File: src/rtl/uart_rx_sipo.sv
// UART receive stage: oversamples an idle-high 10-bit frame (start, data[7..0] MSB first, stop)
// and hands each byte to the consumer on a valid/ack handshake with framing and overrun flags.
module uart_rx_sipo #(
    parameter int CLKS_PER_BIT = 16,
    parameter int HALF_BIT     = CLKS_PER_BIT / 2
) (
    input  logic       clk,
    input  logic       reset,
    input  logic       serial_in,
    input  logic       data_ack,
    output logic [7:0] data_out,
    output logic       data_valid,
    output logic       framing_error,
    output logic       overrun,
    output logic       busy
);

    localparam int CNT_W = $clog2(CLKS_PER_BIT);
    localparam logic [CNT_W-1:0] CNT_BIT_END  = CNT_W'(CLKS_PER_BIT - 1);
    localparam logic [CNT_W-1:0] CNT_HALF_END = CNT_W'(HALF_BIT - 1);
    localparam logic [CNT_W-1:0] CNT_ONE      = CNT_W'(1);

    typedef enum logic [2:0] {
        IDLE,
        START,
        DATA,
        STOP,
        WAIT_IDLE
    } state_t;

    state_t           state;
    logic             rx_p0;
    logic             rx_s;
    logic [CNT_W-1:0] cnt;
    logic [2:0]       idx;
    logic [7:0]       sr;

    // Two-flop synchronizer; reset to the idle level so reset never looks like a start bit
    always_ff @(posedge clk) begin
        if (reset) begin
            rx_p0 <= 1'b1;
            rx_s  <= 1'b1;
        end else begin
            rx_p0 <= serial_in;
            rx_s  <= rx_p0;
        end
    end

    always_ff @(posedge clk) begin
        if (reset) begin
            state         <= IDLE;
            busy          <= 1'b0;
            cnt           <= '0;
            idx           <= 3'd0;
            sr            <= 8'h00;
            data_out      <= 8'h00;
            data_valid    <= 1'b0;
            framing_error <= 1'b0;
            overrun       <= 1'b0;
        end else begin
            framing_error <= 1'b0;
            // An ack retires the held byte; a delivery later in this block overrides it
            if (data_ack) begin
                data_valid <= 1'b0;
                overrun    <= 1'b0;
            end

            case (state)
                IDLE: begin
                    if (!rx_s) begin
                        state <= START;
                        busy  <= 1'b1;
                        cnt   <= '0;
                    end
                end

                START: begin
                    if (cnt == CNT_HALF_END) begin
                        cnt <= '0;
                        if (rx_s) begin
                            state <= IDLE;
                            busy  <= 1'b0;
                        end else begin
                            state <= DATA;
                            idx   <= 3'd0;
                        end
                    end else begin
                        cnt <= cnt + CNT_ONE;
                    end
                end

                DATA: begin
                    if (cnt == CNT_BIT_END) begin
                        cnt <= '0;
                        sr  <= {sr[6:0], rx_s};
                        idx <= idx + 3'd1;
                        if (idx == 3'd7) begin
                            state <= STOP;
                        end
                    end else begin
                        cnt <= cnt + CNT_ONE;
                    end
                end

                STOP: begin
                    if (cnt == CNT_BIT_END) begin
                        cnt <= '0;
                        if (rx_s) begin
                            data_out   <= sr;
                            data_valid <= 1'b1;
                            if (data_valid && !data_ack) begin
                                overrun <= 1'b1;
                            end
                            state <= IDLE;
                            busy  <= 1'b0;
                        end else begin
                            framing_error <= 1'b1;
                            state         <= WAIT_IDLE;
                        end
                    end else begin
                        cnt <= cnt + CNT_ONE;
                    end
                end

                // Hold off until the line is released so a break is not seen as a new start bit
                WAIT_IDLE: begin
                    if (rx_s) begin
                        state <= IDLE;
                        busy  <= 1'b0;
                    end
                end

                default: begin
                    state <= IDLE;
                    busy  <= 1'b0;
                end
            endcase
        end
    end

endmodule

File: config.mk
export PLATFORM = sky130hd
export DESIGN_NAME = uart_rx_sipo
export DESIGN_NICKNAME = d
export VERILOG_FILES = /design/src/rtl/uart_rx_sipo.sv
export SDC_FILE = /design/constraint.sdc
export NUM_CORES = 1
export LEC_CHECK = 0
export ABC_AREA = 0
export ABC_CLOCK_PERIOD_IN_PS = 4200
export BUFFER_PORTS_ARGS = -buffer_cell sky130_fd_sc_hd__buf_2
export CAP_MARGIN = 20
export CORE_UTILIZATION = 50
export DETAILED_ROUTE_END_ITERATION = 16
export PLACE_DENSITY = 0.81
export SLEW_MARGIN = 10
export SYNTH_ARGS = -nofsm -noshare
export SYNTH_HDL_FRONTEND = slang
export SYNTH_SLANG_ARGS = --single-unit
File: constraint.sdc
create_clock -name clk -period 4.2 [get_ports clk]
set_clock_uncertainty 0.2 [all_clocks]
set_input_delay 0.84 -clock clk [delete_from_list [all_inputs] [get_ports clk]]
set_output_delay 0.84 -clock clk [all_outputs]
set_load 0.03 [all_outputs]
Word-level counts from Yosys, hierarchy flattened
Cells that the tools add are included.

Register bits after elaboration: 32. Input port bits: 4. Output and inout bits: 12. Logic and storage cells: 75.

Add/sub/neg operators: 2. Equality and inequality tests: 14. Mux-type cells: 32. Bitwise gates (word level): 3. Reduce and logical (&&, ||, !) cells: 13.

Operators by type and width (count): two-way mux 3 bit (10); case mux 3 bit (5 select lines) (1); two-way mux 1 bit (14); inequality test 2 bit, second input constant (7); two-way mux 4 bit (3); case mux 4 bit (3 select lines) (1); AND reduction 4 bit (2); == test 3 x 2 -> 1 bit, second input constant (2); == test 3 bit, second input constant (2); case mux 3 bit (2 select lines) (1); AND reduction 6 bit (1); case mux 1 bit (5 select lines) (1); adder 4 x 1 -> 4 bit, second input constant (1); == test 4 x 3 -> 1 bit, second input constant (1); == test 4 bit, second input constant (1); AND reduction 2 bit (2); adder 3 x 1 -> 3 bit, second input constant (1); == test 3 x 1 -> 1 bit, second input constant (1); zero test 3 bit (1); inverter 1 bit (3); AND reduction 3 bit (1); nonzero test 3 bit (1); OR reduction 3 bit (1); two-way mux 2 bit (1); other kinds (4) (4).

Logic depth before layout (Yosys ltp)
Word-level depth: 6. Depth in mapped cells: 6. Depth with buffers taken out: 5.

Least setup slack after synthesis
No wires, ideal clock.

Path kind: flip-flop to flip-flop. Start: register cnt[0]. End: register sr[0]. Library setup time: 128 ps. Data arrival time: 1447 ps. Path slack: 2426 ps. Stages on the path, launching flop included: 7. Clock period less this slack: 1774 ps. Cell sequence: dfxtp_1 > ha_1 > nor2b_1 > and3_1 > buf_4 > mux2i_1 > nor2_1.

Cells in the longest elaborated chain, start to end: 2.

RTL lines: start, declared (RTL line 34) `logic [CNT_W-1:0] cnt;`; start signal, assigned (RTL line 88) `cnt <= cnt + CNT_ONE;`; start signal, assigned (RTL line 101) `cnt <= cnt + CNT_ONE;`; start signal, assigned (RTL line 121) `cnt <= cnt + CNT_ONE;`; == test 4 bit (RTL line 93) `if (cnt == CNT_BIT_END) begin`; AND reduction 2 bit (no line); end signal, assigned (RTL line 95) `sr <= {sr[6:0], rx_s};`; end, declared (RTL line 36) `logic [7:0] sr;`.

Every way passes these cells. A chain may end at the register's enable or synchronous reset.

Worst setup path after layout
Start: register cnt[0]. End: register sr[3].

The elaborated chain is that of the path after synthesis.

==> impl_metrics.env <==
export IMPL_status="finished clean"
export IMPL_dp_cells=167
export IMPL_ys_types=34
export IMPL_max_cap_violations=0
export IMPL_cts_htree_levels=2
export IMPL_setup_violations=0
export IMPL_p_leak_nw=0.6211
export IMPL_synth_main_ff_cell="dfxtp_1"
export IMPL_slowest_stage="and3_1"
export IMPL_grt_overflow=0
export IMPL_wl_um=2232
export IMPL_final_cells=175
export IMPL_critPathArrivalTime_ns=2.17
export IMPL_grt_setup_unrepaired="false"
export IMPL_max_freq_ghz=0.4621
export IMPL_coreArea_um2=2477
export IMPL_post_cts_resized=0
export IMPL_min_path_cells=1
export IMPL_ant_nets=0
export IMPL_clk_pin_slew_ns=0.10
export IMPL_io_pins=16
export IMPL_grt_pass1_wl_um=3567
export IMPL_cts_setup_buffers=0
export IMPL_cts_max_path_buffers=2
export IMPL_row_count=18
export IMPL_gp_congestion=0.7676
export IMPL_die_h_um=53.38
export IMPL_cp_cell_sequence="ha_1 -> nor2b_1 -> and3_1 -> mux2i_1 -> nor2_1"
export IMPL_ys_warn_count=0
export IMPL_ir_drop_v=0.0002502
export IMPL_area_growth_pct=9.005
export IMPL_crit_cells=5
export IMPL_path_delay_family="simple AND/OR/NAND/NOR gates"
export IMPL_drt_initial_drc_count=22
export IMPL_hold_viol=0
export IMPL_via_per_inst=5.434
export IMPL_seq_area_frac_synth_pct=48.53
export IMPL_dieWidth_um=53.38
export IMPL_synthesis_area_um2=1320
export IMPL_root_buffer="clkbuf_4"
export IMPL_worstPathRequired_ns=4.20
export IMPL_diodes=0
export IMPL_grt_max_degree=33
export IMPL_path_max_fanout=11
export IMPL_ys_ff_latch=32
export IMPL_cts_tree="built"
export IMPL_firstDrtPassIters=4
export IMPL_yosysTopAreaCell="dfxtp_1"
export IMPL_power_density_nw_per_um2=351.0
export IMPL_num_nets_final=151
export IMPL_grt_pass1_vias=798
export IMPL_finalCritPeriodShare_pct=51.53
export IMPL_cp_end_kind="register"
export IMPL_drv_slew=0
export IMPL_worstSetupPathType="reg -> reg"
export IMPL_synth_area_per_cell_um2=10.08
export IMPL_layout_min_cycle_time_ns=2.164
export IMPL_via_count=951
export IMPL_antenna_found_initial=0
export IMPL_port_buffers=15
export IMPL_worst_slack_ns=2.036
export IMPL_critPathMaxStageDelay_ns=0.58
export IMPL_final_setup_tns_ns=0
export IMPL_min_path_type="reg -> reg"
export IMPL_dieArea_um2=2849
export IMPL_worstRegToRegCells=5
export IMPL_drc=0
export IMPL_maxSlewHeadroom_pct=62.18
export IMPL_drive_gt1_share_pct=19.31
export IMPL_holdBufCountCts=0
export IMPL_hold_slack_ns=0.2217
export IMPL_syn_inst=131
export IMPL_cts_sinks=32
export IMPL_crit_buf_inv=0
export IMPL_post_place_ws_ns=2.063
export IMPL_synth_edf_count=0
export IMPL_start_util_pct=53.28
export IMPL_synth_nets=138
export IMPL_worst_pin_slew_ns=0.5672
export IMPL_synth_area_leaders="dfxtp_1 49%, mux2i_1 14%, nor2_1 7.1%, ha_1 2.8%, a21oi_1 2.3%"
export IMPL_clock_latency_ns=0.33
export IMPL_wl_per_cell_um=12.75
export IMPL_cts_inserted_buffers=5
export IMPL_start_kind="register"
export IMPL_grtUsageTotal_pct=18.12
export IMPL_synth_top_area_share_pct=48.53
export IMPL_async_reset_ff_share_pct=0
export IMPL_hpwl_um=1534
flip-flops by register name (all words and copies together) (netlist names):
signal and count:
rx_s 1, overrun 1, rx_p0 1, framing_error 1, data_out 8, busy 1
idx 3, state 3, data_valid 1, cnt 4, sr 8
cell usage after synthesis (2+ instances only):
| cell type | instances |
|---|---|
| nor3_1 | 3 |
| mux2i_1 | 18 |
| a22oi_1 | 4 |
| dfxtp_1 | 32 |
| and3_1 | 2 |
| a21oi_1 | 6 |
| ha_1 | 3 |
| or2_2 | 2 |
| buf_2 | 3 |
| nor4b_1 | 2 |
| nand3_1 | 3 |
| buf_6 | 2 |
| nand2_1 | 3 |
| nand2b_1 | 2 |
| clkbuf_1 | 3 |
| nor2_1 | 25 |
final timing paths:
| check | startpoint | end | slack [ns] |
|---|---|---|---|
| worst max-delay path | cnt[0]$_SDFFE_PP0P_ | sr[3]$_SDFFE_PP0P_ | 2.04 |
| worst min-delay path | rx_p0$_SDFF_PP1_ | rx_s$_SDFF_PP1_ | 0.22 |
| worst max register to register | cnt[0]$_SDFFE_PP0P_ | sr[3]$_SDFFE_PP0P_ | 2.04 |
| worst min register to register | rx_p0$_SDFF_PP1_ | rx_s$_SDFF_PP1_ | 0.22 |
cell type report:
cell class	count	area, um^2
fill	226	1039
clock inverter	1	7.507
tap	30	37.54
sequential	32	640.6
clock buffer	7	55.05
multi-input combinational	89	619.3
timing repair buffer	15	75.07
inverter	1	3.754
worst register-to-register path, delay by kind of cell, from the launching register on:
family | cells | cell delay, ns
flip-flops | 1 | 0.39
AND/OR/NAND/NOR | 3 | 0.93
adder cells (fa/ha/maj) | 1 | 0.24
multiplexers | 1 | 0.27
metrics by stage:
| stage | area [um^2] | utilization, % | total power (W) |
|---|---|---|---|
| after floorplan | 1320 | - | 0.0003244 |
| after global placement | 1376 | 55.56 | 0.0003276 |
| after detailed placement | 1376 | 55.56 | 0.0003283 |
| after CTS | 1439 | 58.08 | 0.0005116 |
| after global routing | 1439 | 58.08 | 0.0005275 |
| final | 1439 | 58.08 | 0.0005051 |
per-layer routing:
metal	routed length (um)	track usage [%]	part of all wire [%]
met5	0	0	0
met4	43	10.53	1.9
met3	83	6.034	3.7
met2	1028	27.50	46
met1	1076	21.90	48
cells by family (layout without fill, tap and decap cells):
| kind of cell | after synthesis | after routing | synth area share [%] |
|---|---|---|---|
| buffers and inverters | 10 | 24 | 4.549 |
| flip-flops | 32 | 32 | 48.53 |
| multiplexers | 19 | 19 | 14.50 |
| AND/OR/NAND/NOR | 48 | 48 | 17.73 |
| adder cells (fa/ha/maj) | 3 | 3 | 2.844 |
| XOR/XNOR | 1 | 1 | 2.086 |
| AO/OA/AOI/OAI | 18 | 18 | 9.764 |
cells in the final DEF (no fill, tap or decap):
cell type   Yosys  final
dfxtp_1        32     32
nor2_1         25     25
mux2i_1        18     18
buf_2           3     15
a21oi_1         6      6
clkbuf_4        0      5
a22oi_1         4      4
nand3_1         3      3
nand2_1         3      3
nor3_1          3      3
ha_1            3      3
and3_1          2      2
nand2b_1        2      2
nor4b_1         2      2
or2_2           2      2
nor2b_1         1      1
and3b_1         1      1
and4_1          1      1
inv_1           1      1
a2111oi_0       1      1
xnor2_4         1      1
nor2_2          1      1
a311oi_2        1      1
or4_1           1      1
mux2_2          1      1
a21o_1          1      1
a2bb2oi_1       1      1
a211oi_1        1      1
o211ai_1        1      1
a41oi_1         1      1
and2_1          1      1
o21ai_0         1      1
clkbuf_8        0      1
clkinvlp_4      0      1
clkbuf_1        3      1
where the power goes:
part | internal, W | switching, W | leakage, nW
clock network | 0.0000819 | 0.000102 | 0.0315
logic | 0.00000473 | 0.00000869 | 0.331
registers | 0.000305 | 0.00000256 | 0.258
total | 0.000392 | 0.000113 | 0.621
(Power assumes the default switching activity.)
